**src/rtl/mem_port_arbiter.sv**
```systemverilog
// mem_port_arbiter: shares one single-port memory between IF fetches and MEM loads/stores.
// Define MEM_ARB_TIMEOUT_EN to build the WAIT-state timeout abort and the sticky err flag.
module mem_port_arbiter #(
   parameter int unsigned ADDR_W  = 32,
   parameter int unsigned DATA_W  = 32,
   parameter int unsigned TIMEOUT = 15
) (
   input  logic              clk,
   input  logic              rst,
   input  logic              if_req,
   input  logic [ADDR_W-1:0] if_addr,
   output logic [DATA_W-1:0] if_rdata,
   output logic              if_done,
   input  logic              MemRead,
   input  logic              MemWrite,
   input  logic [ADDR_W-1:0] d_addr,
   input  logic [DATA_W-1:0] d_wdata,
   output logic [DATA_W-1:0] d_rdata,
   output logic              d_done,
   output logic              mem_en,
   output logic              mem_we,
   output logic [ADDR_W-1:0] mem_addr,
   output logic [DATA_W-1:0] mem_wdata,
   input  logic [DATA_W-1:0] mem_rdata,
   input  logic              mem_ack,
   output logic              stall_if,
   output logic              stall_mem,
   output logic              err
);

   typedef enum logic [1:0] {
      IDLE    = 2'd0,
      IF_WAIT = 2'd1,
      D_WAIT  = 2'd2,
      RESP    = 2'd3
   } state_t;

   state_t              state_q, state_d;
   logic                last_d_q, last_d_d;
   logic                mem_en_q, mem_en_d;
   logic                mem_we_q, mem_we_d;
   logic [ADDR_W-1:0]   mem_addr_q, mem_addr_d;
   logic [DATA_W-1:0]   mem_wdata_q, mem_wdata_d;
   logic [DATA_W-1:0]   if_rdata_q, if_rdata_d;
   logic [DATA_W-1:0]   d_rdata_q, d_rdata_d;
   logic                if_done_q, if_done_d;
   logic                d_done_q, d_done_d;

   logic                d_req_c;
   logic                in_wait_c;
   logic                abort_c;

   assign d_req_c   = MemRead | MemWrite;
   assign in_wait_c = (state_q == IF_WAIT) || (state_q == D_WAIT);

`ifdef MEM_ARB_TIMEOUT_EN
   localparam int unsigned CNT_W = (TIMEOUT < 2) ? 1 : $clog2(TIMEOUT);

   logic [CNT_W-1:0]    cnt_q, cnt_d;
   logic                err_q, err_d;

   // Expiry is the TIMEOUT-th ack-less WAIT cycle; an ack in that same cycle wins.
   assign abort_c = in_wait_c && !mem_ack && (cnt_q == CNT_W'(TIMEOUT - 1));

   always_comb begin
      cnt_d = '0;
      err_d = err_q | abort_c;
      if (in_wait_c && !mem_ack && !abort_c) begin
         cnt_d = cnt_q + CNT_W'(1);
      end
   end

   always_ff @(posedge clk or posedge rst) begin
      if (rst) begin
         cnt_q <= '0;
         err_q <= 1'b0;
      end else begin
         cnt_q <= cnt_d;
         err_q <= err_d;
      end
   end

   assign err = err_q;
`else
   logic unused_timeout;

   assign unused_timeout = ^TIMEOUT;
   assign abort_c        = 1'b0;
   assign err            = 1'b0;
`endif

   // Grant, wait and response sequencing; all memory-side and pipeline-side outputs registered.
   always_comb begin
      state_d     = state_q;
      last_d_d    = last_d_q;
      mem_en_d    = mem_en_q;
      mem_we_d    = mem_we_q;
      mem_addr_d  = mem_addr_q;
      mem_wdata_d = mem_wdata_q;
      if_rdata_d  = if_rdata_q;
      d_rdata_d   = d_rdata_q;
      if_done_d   = 1'b0;
      d_done_d    = 1'b0;

      case (state_q)
         IDLE: begin
            if (d_req_c && !(last_d_q && if_req)) begin
               state_d     = D_WAIT;
               last_d_d    = 1'b1;
               mem_en_d    = 1'b1;
               mem_we_d    = MemWrite;
               mem_addr_d  = d_addr;
               mem_wdata_d = d_wdata;
            end else if (if_req) begin
               state_d     = IF_WAIT;
               last_d_d    = 1'b0;
               mem_en_d    = 1'b1;
               mem_we_d    = 1'b0;
               mem_addr_d  = if_addr;
               mem_wdata_d = d_wdata;
            end
         end

         IF_WAIT: begin
            if (mem_ack || abort_c) begin
               state_d    = RESP;
               mem_en_d   = 1'b0;
               mem_we_d   = 1'b0;
               if_done_d  = 1'b1;
               if_rdata_d = mem_ack ? mem_rdata : '0;
            end
         end

         D_WAIT: begin
            if (mem_ack || abort_c) begin
               state_d  = RESP;
               mem_en_d = 1'b0;
               mem_we_d = 1'b0;
               d_done_d = 1'b1;
               if (!mem_ack) begin
                  d_rdata_d = '0;
               end else if (!mem_we_q) begin
                  d_rdata_d = mem_rdata;
               end
            end
         end

         RESP: begin
            state_d = IDLE;
         end

         default: begin
            state_d = IDLE;
         end
      endcase
   end

   always_ff @(posedge clk or posedge rst) begin
      if (rst) begin
         state_q     <= IDLE;
         last_d_q    <= 1'b0;
         mem_en_q    <= 1'b0;
         mem_we_q    <= 1'b0;
         mem_addr_q  <= '0;
         mem_wdata_q <= '0;
         if_rdata_q  <= '0;
         d_rdata_q   <= '0;
         if_done_q   <= 1'b0;
         d_done_q    <= 1'b0;
      end else begin
         state_q     <= state_d;
         last_d_q    <= last_d_d;
         mem_en_q    <= mem_en_d;
         mem_we_q    <= mem_we_d;
         mem_addr_q  <= mem_addr_d;
         mem_wdata_q <= mem_wdata_d;
         if_rdata_q  <= if_rdata_d;
         d_rdata_q   <= d_rdata_d;
         if_done_q   <= if_done_d;
         d_done_q    <= d_done_d;
      end
   end

   assign mem_en    = mem_en_q;
   assign mem_we    = mem_we_q;
   assign mem_addr  = mem_addr_q;
   assign mem_wdata = mem_wdata_q;
   assign if_rdata  = if_rdata_q;
   assign d_rdata   = d_rdata_q;
   assign if_done   = if_done_q;
   assign d_done    = d_done_q;

   // Stalls follow the live requests so a stage is released in its done cycle.
   assign stall_if  = if_req & ~if_done_q;
   assign stall_mem = d_req_c & ~d_done_q;

endmodule

```
**config.mk**
```make
export PLATFORM = sky130hd
export DESIGN_NAME = mem_port_arbiter
export DESIGN_NICKNAME = d
export VERILOG_FILES = /design/src/rtl/mem_port_arbiter.sv
export SDC_FILE = /design/constraint.sdc
export NUM_CORES = 1
export LEC_CHECK = 0
export ABC_AREA = 1
export CAP_MARGIN = 25
export CORE_UTILIZATION = 25
export CTS_CLUSTER_SIZE = 24
export DETAILED_ROUTE_END_ITERATION = 6
export HOLD_SLACK_MARGIN = 0.1
export SETUP_SLACK_MARGIN = 0.1
export SYNTH_ARGS = -nofsm -noshare
export SYNTH_HDL_FRONTEND = slang
export SYNTH_SLANG_ARGS = --single-unit
```
**constraint.sdc**
```tcl
create_clock -name clk -period 8.7 [get_ports clk]
set_clock_uncertainty 0.15 [all_clocks]
set_input_delay 1.74 -clock clk [delete_from_list [all_inputs] [get_ports clk]]
set_output_delay 1.74 -clock clk [all_outputs]
set_load 0.02 [all_outputs]
```
======== After elaboration in Yosys (flattened, before gate mapping) ========
Cells that the tools add are included.
word-level totals
  flip-flop bits (word level) ............. 135
  latch bits .............................. 0
  memory bits (writable) .................. 0
  memory bits (read-only) ................. 0
  bits of input ports ..................... 134
  output and inout port bits .............. 135
  word-level logic and storage cells ...... 52
  memories kept ........................... 0
operators by class
  add/sub/neg operators ................... 0
  multiply operators ...................... 0
  div/mod/pow operators ................... 0
  $lt $le $gt $ge ......................... 0
  equality and inequality tests ........... 5
  shift-type cells ........................ 0
  multiplexer cells ....................... 19
  bitwise operators ....................... 6
  reduce and logical (&&, ||, !) cells .... 12
operator list
  operator            count
  $mux 32             4
  $mux 1              9
  $mux 2              3
  $pmux 2 s3          1
  $reduce_and 2->1    3
  $reduce_and 3->1    2
  $eq 2x2->1 const B  2
  $pmux 1 s2          2
  $reduce_bool 2->1   2
  $ne 3x3->1 const B  1
  $not 1->1           3
  $and 1x1->1         2
  $eq 2x1->1 const B  1
  $logic_and 1x1->1   2
  $logic_not 2->1     1
  $ne 2x1->1 const B  1
  $reduce_or 2->1     1
  $logic_not 1->1     1
  $or 1x1->1          1

======== Logic depth before layout (Yosys ltp) ========
Gate-level depths: netlist of run 1.
  word-level depth ........................ 5
  mapped depth ............................ 8

======== Worst setup path after synthesis of run 1 ========
No wires, ideal clock.
  path kind ............................... input -> output
  start point ............................. input port MemWrite
  end point ............................... output port stall_mem
  arrival ................................. 2066 ps
  required time ........................... 6810 ps
  setup slack ............................. 4744 ps
  stages on the path ...................... 2
  cell sequence ........................... nor2_2 > nor2_1
on the way
  word-level cells in the longest chain between the ends .. 2
RTL lines
  element          line  RTL
  start, declared  15    input logic MemWrite,
  $or 1x1->1       53    assign d_req_c = MemRead | MemWrite;
  $and 1x1->1      195   assign stall_mem = d_req_c & ~d_done_q;
  end, declared    27    output logic stall_mem,
No other way between the ends.

======== Final worst setup path of run 1 ========
Ends and elaborated chain as after synthesis.

==> metrics, run 1 <==
outcome finished clean; vias per cell 4.00; Slowest-stage cell, CP clkdlybuf4s50_1; Initial Util 0.255; largest net degree at the start of global routing 78; first-pass GRT wire length 27.1 mm; post-synthesis cell type count 21; port bufs 267; RR Endpoint mem_addr[3]$_DFFE_PP0P_; hold path cells 2; Cell Pwr Density 386 nW/µm²; Final Hold Vio Count 0; GRT overflow 0; most frequent cells after synthesis 311 x nand2_1, 135 x dfrtp_1, 107 x inv_1; #FFs+latches synth 135; Yosys top cell by area dfrtp_1; Die Ht 154 µm; crit path launch MemWrite; clock root buffer clkbuf_16; Leak Pwr 4.74 nW; Syn Nets 843; Buf/Inv on CP 2; setup TNS 0 ns; logic gate share of total power 0.465; delay-heaviest family, CP buffers and inverters; Peak Freq 199 MHz; ANT nets after route 0; initial antenna violation count 1; Die X 154 µm; total chip power 3.64 mW; worst-path fanout max 4; DRT iter0 DRCs 264; final worst path period share 0.578; total I/O pin count 269; clock insertion delay at the later pin of the skew report 0.41 ns; Pre-Repair DR Iteration Count 5; multi-input logic area 1810 µm²; Final GP Congestion 0.757; top-area cell type share of the netlist area 0.585; CTS sink count 135; Finished Cell Area 9430 µm²; Post-DP Area 8700 µm²; asr flop ratio synth 1.00; Critical Path RT 6.81 ns; Synth Flop Type dfrtp_1; Hold Startpoint mem_wdata[16]$_DFFE_PP0P_; Slew Viols, Final 0; post-layout min period 5.03 ns; # Max-Cap Violations 0; Post-Syn Area 5770 µm²; R2R setup slack 6.38 ns; clock share of power 0.237; VDD IR max 0.138 mV; Crit. End Element output port; most frequent CP cell clkdlybuf4s50_1; fin util 0.416; Final Net Count 1,102; CP arrival 3.14 ns; Area Growth Syn to Fin 63.3%; setup bufs post-CTS 0; hold endpoint mem_wdata[16]$_DFFE_PP0P_; DP HPWL 11.7 mm; Setup violations, final 0; post-cts sizing count 0; crit-path cells clkdlybuf4s50_1 -> nor2_2 -> nor2_1 -> clkdlybuf4s50_1; Crit Path Class in2out; CTS Buffer Depth 2; drt wl/cell 13.2 µm; top-count cell post-synth nand2_1; sw frac 0.381; vias in the first global route 4,986; num rows 55; H-tree Lvls 4; P_sw 1.39 mW; Die Footprint 23,700 µm²; startpoint of the lowest-slack register-to-register path state_q[0]$_DFFE_PP0P_; number of synthesized flops with an enable pin 0; Hold WC Path Type reg2reg; RSZ-0062 raised after global routing false; Area contributors post-synth dfrtp_1 59%, nand2_1 20%, inv_1 7.0%, o21ai_0 3.6%, nand3_1 3.0%; Total GRT Usage 0.146; crit-path max cell delay 0.57 ns; Syn. warnings 0; worst-margin pin slew 0.770 ns; hold_buf cts 0; via count 5,047; DRC 0; Flop pwr share 0.298; crit start category input port; register area 3380 µm²; Cells after Synth 705; Seq/Total Area, Yosys 0.585; Internal 2.26 mW; Slew HR 0.485; CTS tree yes; clk slew on worst S/H paths 0.06 ns; Avg Cell Area, Syn 8.19 µm²; share of cells above drive strength 1 0.0502; Placeable Area 22,600 µm²; filler instances 2,231; CTS Buf Count 17; FF-to-FF path depth 7; Post-Route WL 16.7 mm
layout by cell type (no fill, tap or decap), types with 4 or more instances in the layout:
cell type | netlist | final
inv_1 | 107 | 106
o21ai_1 | 23 | 23
buf_4 | 9 | 5
clkbuf_16 | 0 | 17
ha_1 | 4 | 4
dfrtp_1 | 135 | 135
clkdlybuf4s50_1 | 0 | 267
bufinv_16 | 0 | 7
nand3_1 | 35 | 35
o21ai_0 | 42 | 42
nand2_1 | 311 | 310
how the worst max path moves through the flow:
stage	slack (ns)	cells past startpoint	end
floorplan	3.20	1	d_done$_DFF_PP0_
finish	3.67	4	stall_mem
global placement	3.65	4	stall_if
CTS	3.64	4	stall_mem
global route	3.62	4	stall_mem
detailed placement	3.64	4	stall_mem
power by group through the flow:
stage / sequential [mW] / combinational (mW) / clock, mW
2_1_floorplan: 1.44 / 0.548 / 0
3_3_place_gp: 1.08 / 1.70 / 0
3_5_place_dp: 1.09 / 1.72 / 0
4_1_cts: 1.09 / 1.72 / 0.889
5_1_grt: 1.13 / 1.85 / 0.915
6_report: 1.09 / 1.69 / 0.864
worst min-delay path, cell delays in order, from the launching register on:
cell	delay, ns
dfrtp_1	0.34
nand2_1	0.05
nand2_1	0.05
flip-flops by register name (all words and copies together), names as in the netlist:
name,cells
d_done,1
d_rdata,32
if_done,1
if_rdata,32
last_d_q,1
mem_addr,32
mem_en,1
mem_wdata,32
mem_we,1
state_q,2
metrics by stage:
| step | std cells | setup WS, ns | hold slack [ns] |
|---|---|---|---|
| floorplan | 705 | 3.20 | 0.303 |
| CTS | 1261 | 3.64 | 0.323 |
| finish | 1263 | 3.67 | 0.319 |
| global placement | 1227 | 3.65 | 0.303 |
| detailed placement | 1229 | 3.64 | 0.308 |
| global route | 1262 | 3.62 | 0.341 |
layout make-up:
cell class / instances / area share
Sequential cell: 135 / 0.358
Tap cell: 285 / 0.0378
Timing Repair Buffer: 275 / 0.293
Inverter: 108 / 0.0435
Antenna cell: 1 / 0.000265
Clock inverter: 13 / 0.0281
Multi-Input combinational cell: 427 / 0.192
Clock buffer: 19 / 0.0470
kinds of logic (layout without fill, tap and decap cells):
kind of cell,after synthesis,in the layout,synth area share
flip-flops,135,135,0.585
buffers and inverters,143,415,0.105
AND/OR/NAND/NOR,355,355,0.241
other,1,2,0.000650
adder cells (fa/ha/maj),4,4,0.00867
AO/OA/AOI/OAI,67,67,0.0594
routing by layer:
layer / wire, µm / vias up / GRT usage
met4: 189 / 0 / 0.0486
met5: 0 / - / 0
li1: - / 2623 / -
met3: 916 / 12 / 0.0380
met2: 8320 / 129 / 0.250
met1: 7260 / 2283 / 0.177
(Power assumes the default switching activity.)
==> inputs of run 2 (changes only) <==
Clock period 8.7 ns to 4.74 ns, I/O delays scaled along.
==> run 2 against run 1 <==
- flip-flop and latch count unchanged
- global-route usage is 0.28 points higher
- sequential power rose by 83%
- worst hold slack worse by 0.0011 ns
- sequential share of layout area increased by 0.25 points
- first-iteration DRC count is 9.1% lower
- critical path depth did not move
- cell count rose by 0.32%
- cell area decreased by 0.70%
- setup slack worse by 2.4 ns
==> metrics, run 2 (same netlist as run 1, synthesis figures left out) <==
Slew HR 0.438 (was 0.485); Pre-Repair DR Iteration Count 5 (unchanged); worst-margin pin slew 0.841 ns (was 0.770 ns); ANT nets after route 0 (unchanged); Die Ht 154 µm (unchanged); VDD IR max 0.257 mV (was 0.138 mV); RR Endpoint mem_addr[2]$_DFFE_PP0P_ (was mem_addr[3]$_DFFE_PP0P_); Post-DP Area 8740 µm² (was 8700 µm²); met3 Usage GRT 0.0321 (was 0.0380); Final Net Count 1,106 (was 1,102); initial antenna violation count 1 (unchanged); Leak Pwr 4.71 nW (was 4.74 nW); vias per cell 4.05 (was 4.00); CTS Buf Count 17 (unchanged); register area 3380 µm² (unchanged); CTS Buffer Depth 2 (unchanged); filler instances 2,266 (was 2,231); Die Footprint 23,700 µm² (unchanged); clock root buffer clkbuf_16 (unchanged); Critical Path RT 3.64 ns (was 6.81 ns); commonest non-fill, non-tap cell in the layout nand2_1 (unchanged); num rows 55 (unchanged); via count 5,132 (was 5,047); commonest non-fill, non-tap cells in the layout 310 x nand2_1, 267 x clkdlybuf4s50_1, 135 x dfrtp_1, 106 x inv_1, 42 x o21ai_0 (unchanged); Peak Freq 287 MHz; Hold Startpoint mem_wdata[7]$_DFFE_PP0P_ (was mem_wdata[16]$_DFFE_PP0P_); grt met2 use 0.250 (about the same); Initial Util 0.255 (unchanged); R2R setup slack 2.42 ns (was 6.38 ns); startpoint of the lowest-slack register-to-register path state_q[0]$_DFFE_PP0P_ (unchanged); Hold WC Path Type reg2reg (unchanged); M1 GR Usage 0.188 (was 0.177); Total GRT Usage 0.149 (was 0.146); H-tree Lvls 4 (unchanged); share of cells above drive strength 1 0.0540 (was 0.0502); Slew Viols, Final 0 (unchanged); worst-path fanout max 4 (unchanged); hold path cells 2 (unchanged); DP HPWL 12.1 mm (was 11.7 mm); vias in the first global route 5,030 (was 4,986); setup TNS 0 ns (unchanged); Setup violations, final 0 (unchanged); Placeable Area 22,600 µm² (unchanged); hold endpoint mem_wdata[7]$_DFFE_PP0P_ (was mem_wdata[16]$_DFFE_PP0P_); drt wl/cell 13.5 µm (was 13.2 µm); Final GP Congestion 0.740 (was 0.757); outcome finished clean (unchanged); Post-Route WL 17.1 mm (was 16.7 mm); port bufs 267 (unchanged); RSZ-0062 raised after global routing false (unchanged); largest net degree at the start of global routing 68 (was 78); # Max-Cap Violations 0 (unchanged); multi-input logic area 1810 µm² (unchanged); DRC 0 (unchanged); Crit Path Class in2out (unchanged); GRT overflow 0 (unchanged); crit start category input port (unchanged); CTS tree yes (unchanged); Final Hold Vio Count 0 (unchanged); clk slew on worst S/H paths 0.06 ns (about the same); Crit. End Element output port (unchanged); post-cts sizing count 0 (unchanged); Die X 154 µm (unchanged); GRT Max-Usage Layer met2 (unchanged); hold_buf cts 0 (unchanged); Cell Pwr Density 689 nW/µm² (was 386 nW/µm²); final worst path period share 0.735; clock insertion delay at the later pin of the skew report 0.41 ns (about the same); CP arrival 2.39 ns (was 3.14 ns); CTS sink count 135 (unchanged); DRT iter0 DRCs 240 (was 264); Finished Cell Area 9360 µm² (was 9430 µm²); setup bufs post-CTS 0 (unchanged); total I/O pin count 269 (unchanged); post-layout min period 3.48 ns; FF-to-FF path depth 7 (unchanged); Area Growth Syn to Fin 62.1% (was 63.3%); first-pass GRT wire length 27.5 mm (was 27.1 mm)
## run 2: cell types whose count changed in the layout (fill, tap and decap cells not counted)
cell        change
bufinv_16       -5
buf_4           +3
clkinv_2        +3
clkinvlp_4      +3
buf_12          +1
buf_16          +1
buf_8           -1
clkinv_4        -1
## run 2: worst max path at each step
stage / startpoint / end / slack (ns)
2_1_floorplan: rst / d_done$_DFF_PP0_ / 1.96
3_3_place_gp: MemWrite / stall_mem / 1.22
3_5_place_dp: MemWrite / stall_mem / 1.23
4_1_cts: MemWrite / stall_mem / 1.22
5_1_grt: MemWrite / stall_mem / 1.15
6_report: MemWrite / stall_mem / 1.26
## run 2: cell type report
cell class,count,share of cell area
Antenna cell,1,0.000267
Clock inverter,13,0.0155
Clock buffer,19,0.0473
Sequential cell,135,0.361
Inverter,108,0.0437
Tap cell,285,0.0381
Timing Repair Buffer,279,0.301
Multi-Input combinational cell,427,0.193
## run 2: layer usage
metal  up-vias  routed length [µm]  part of all wire
li1       2634                   -                 -
met1      2339                7420              0.43
met2       144                8530              0.50
met3        15                 816             0.048
met4         0                 304             0.018
met5         -                   0                 0
## run 2: critical path: stages
cell,delay [ns]
clkdlybuf4s50_1,0.46
nor2_2,0.32
nor2_1,0.07
clkdlybuf4s50_1,0.58
## run 2: per-stage QoR
stage	util	hold slack, ns	std cells	total power, mW	worst slack, ns
detailed placement	0.386	0.307	1233	5.18	1.23
CTS	0.412	0.322	1265	6.56	1.22
global route	0.413	0.338	1267	6.91	1.15
global placement	0.384	0.303	1231	5.13	1.22
finish	0.413	0.318	1267	6.45	1.26
floorplan	-	0.303	705	3.65	1.96
## run 2: power by group
group          internal (mW)  switching (mW)
Sequential              1.71           0.290
Clock                  0.796           0.534
Combinational           1.38            1.74
Total                   3.89            2.57
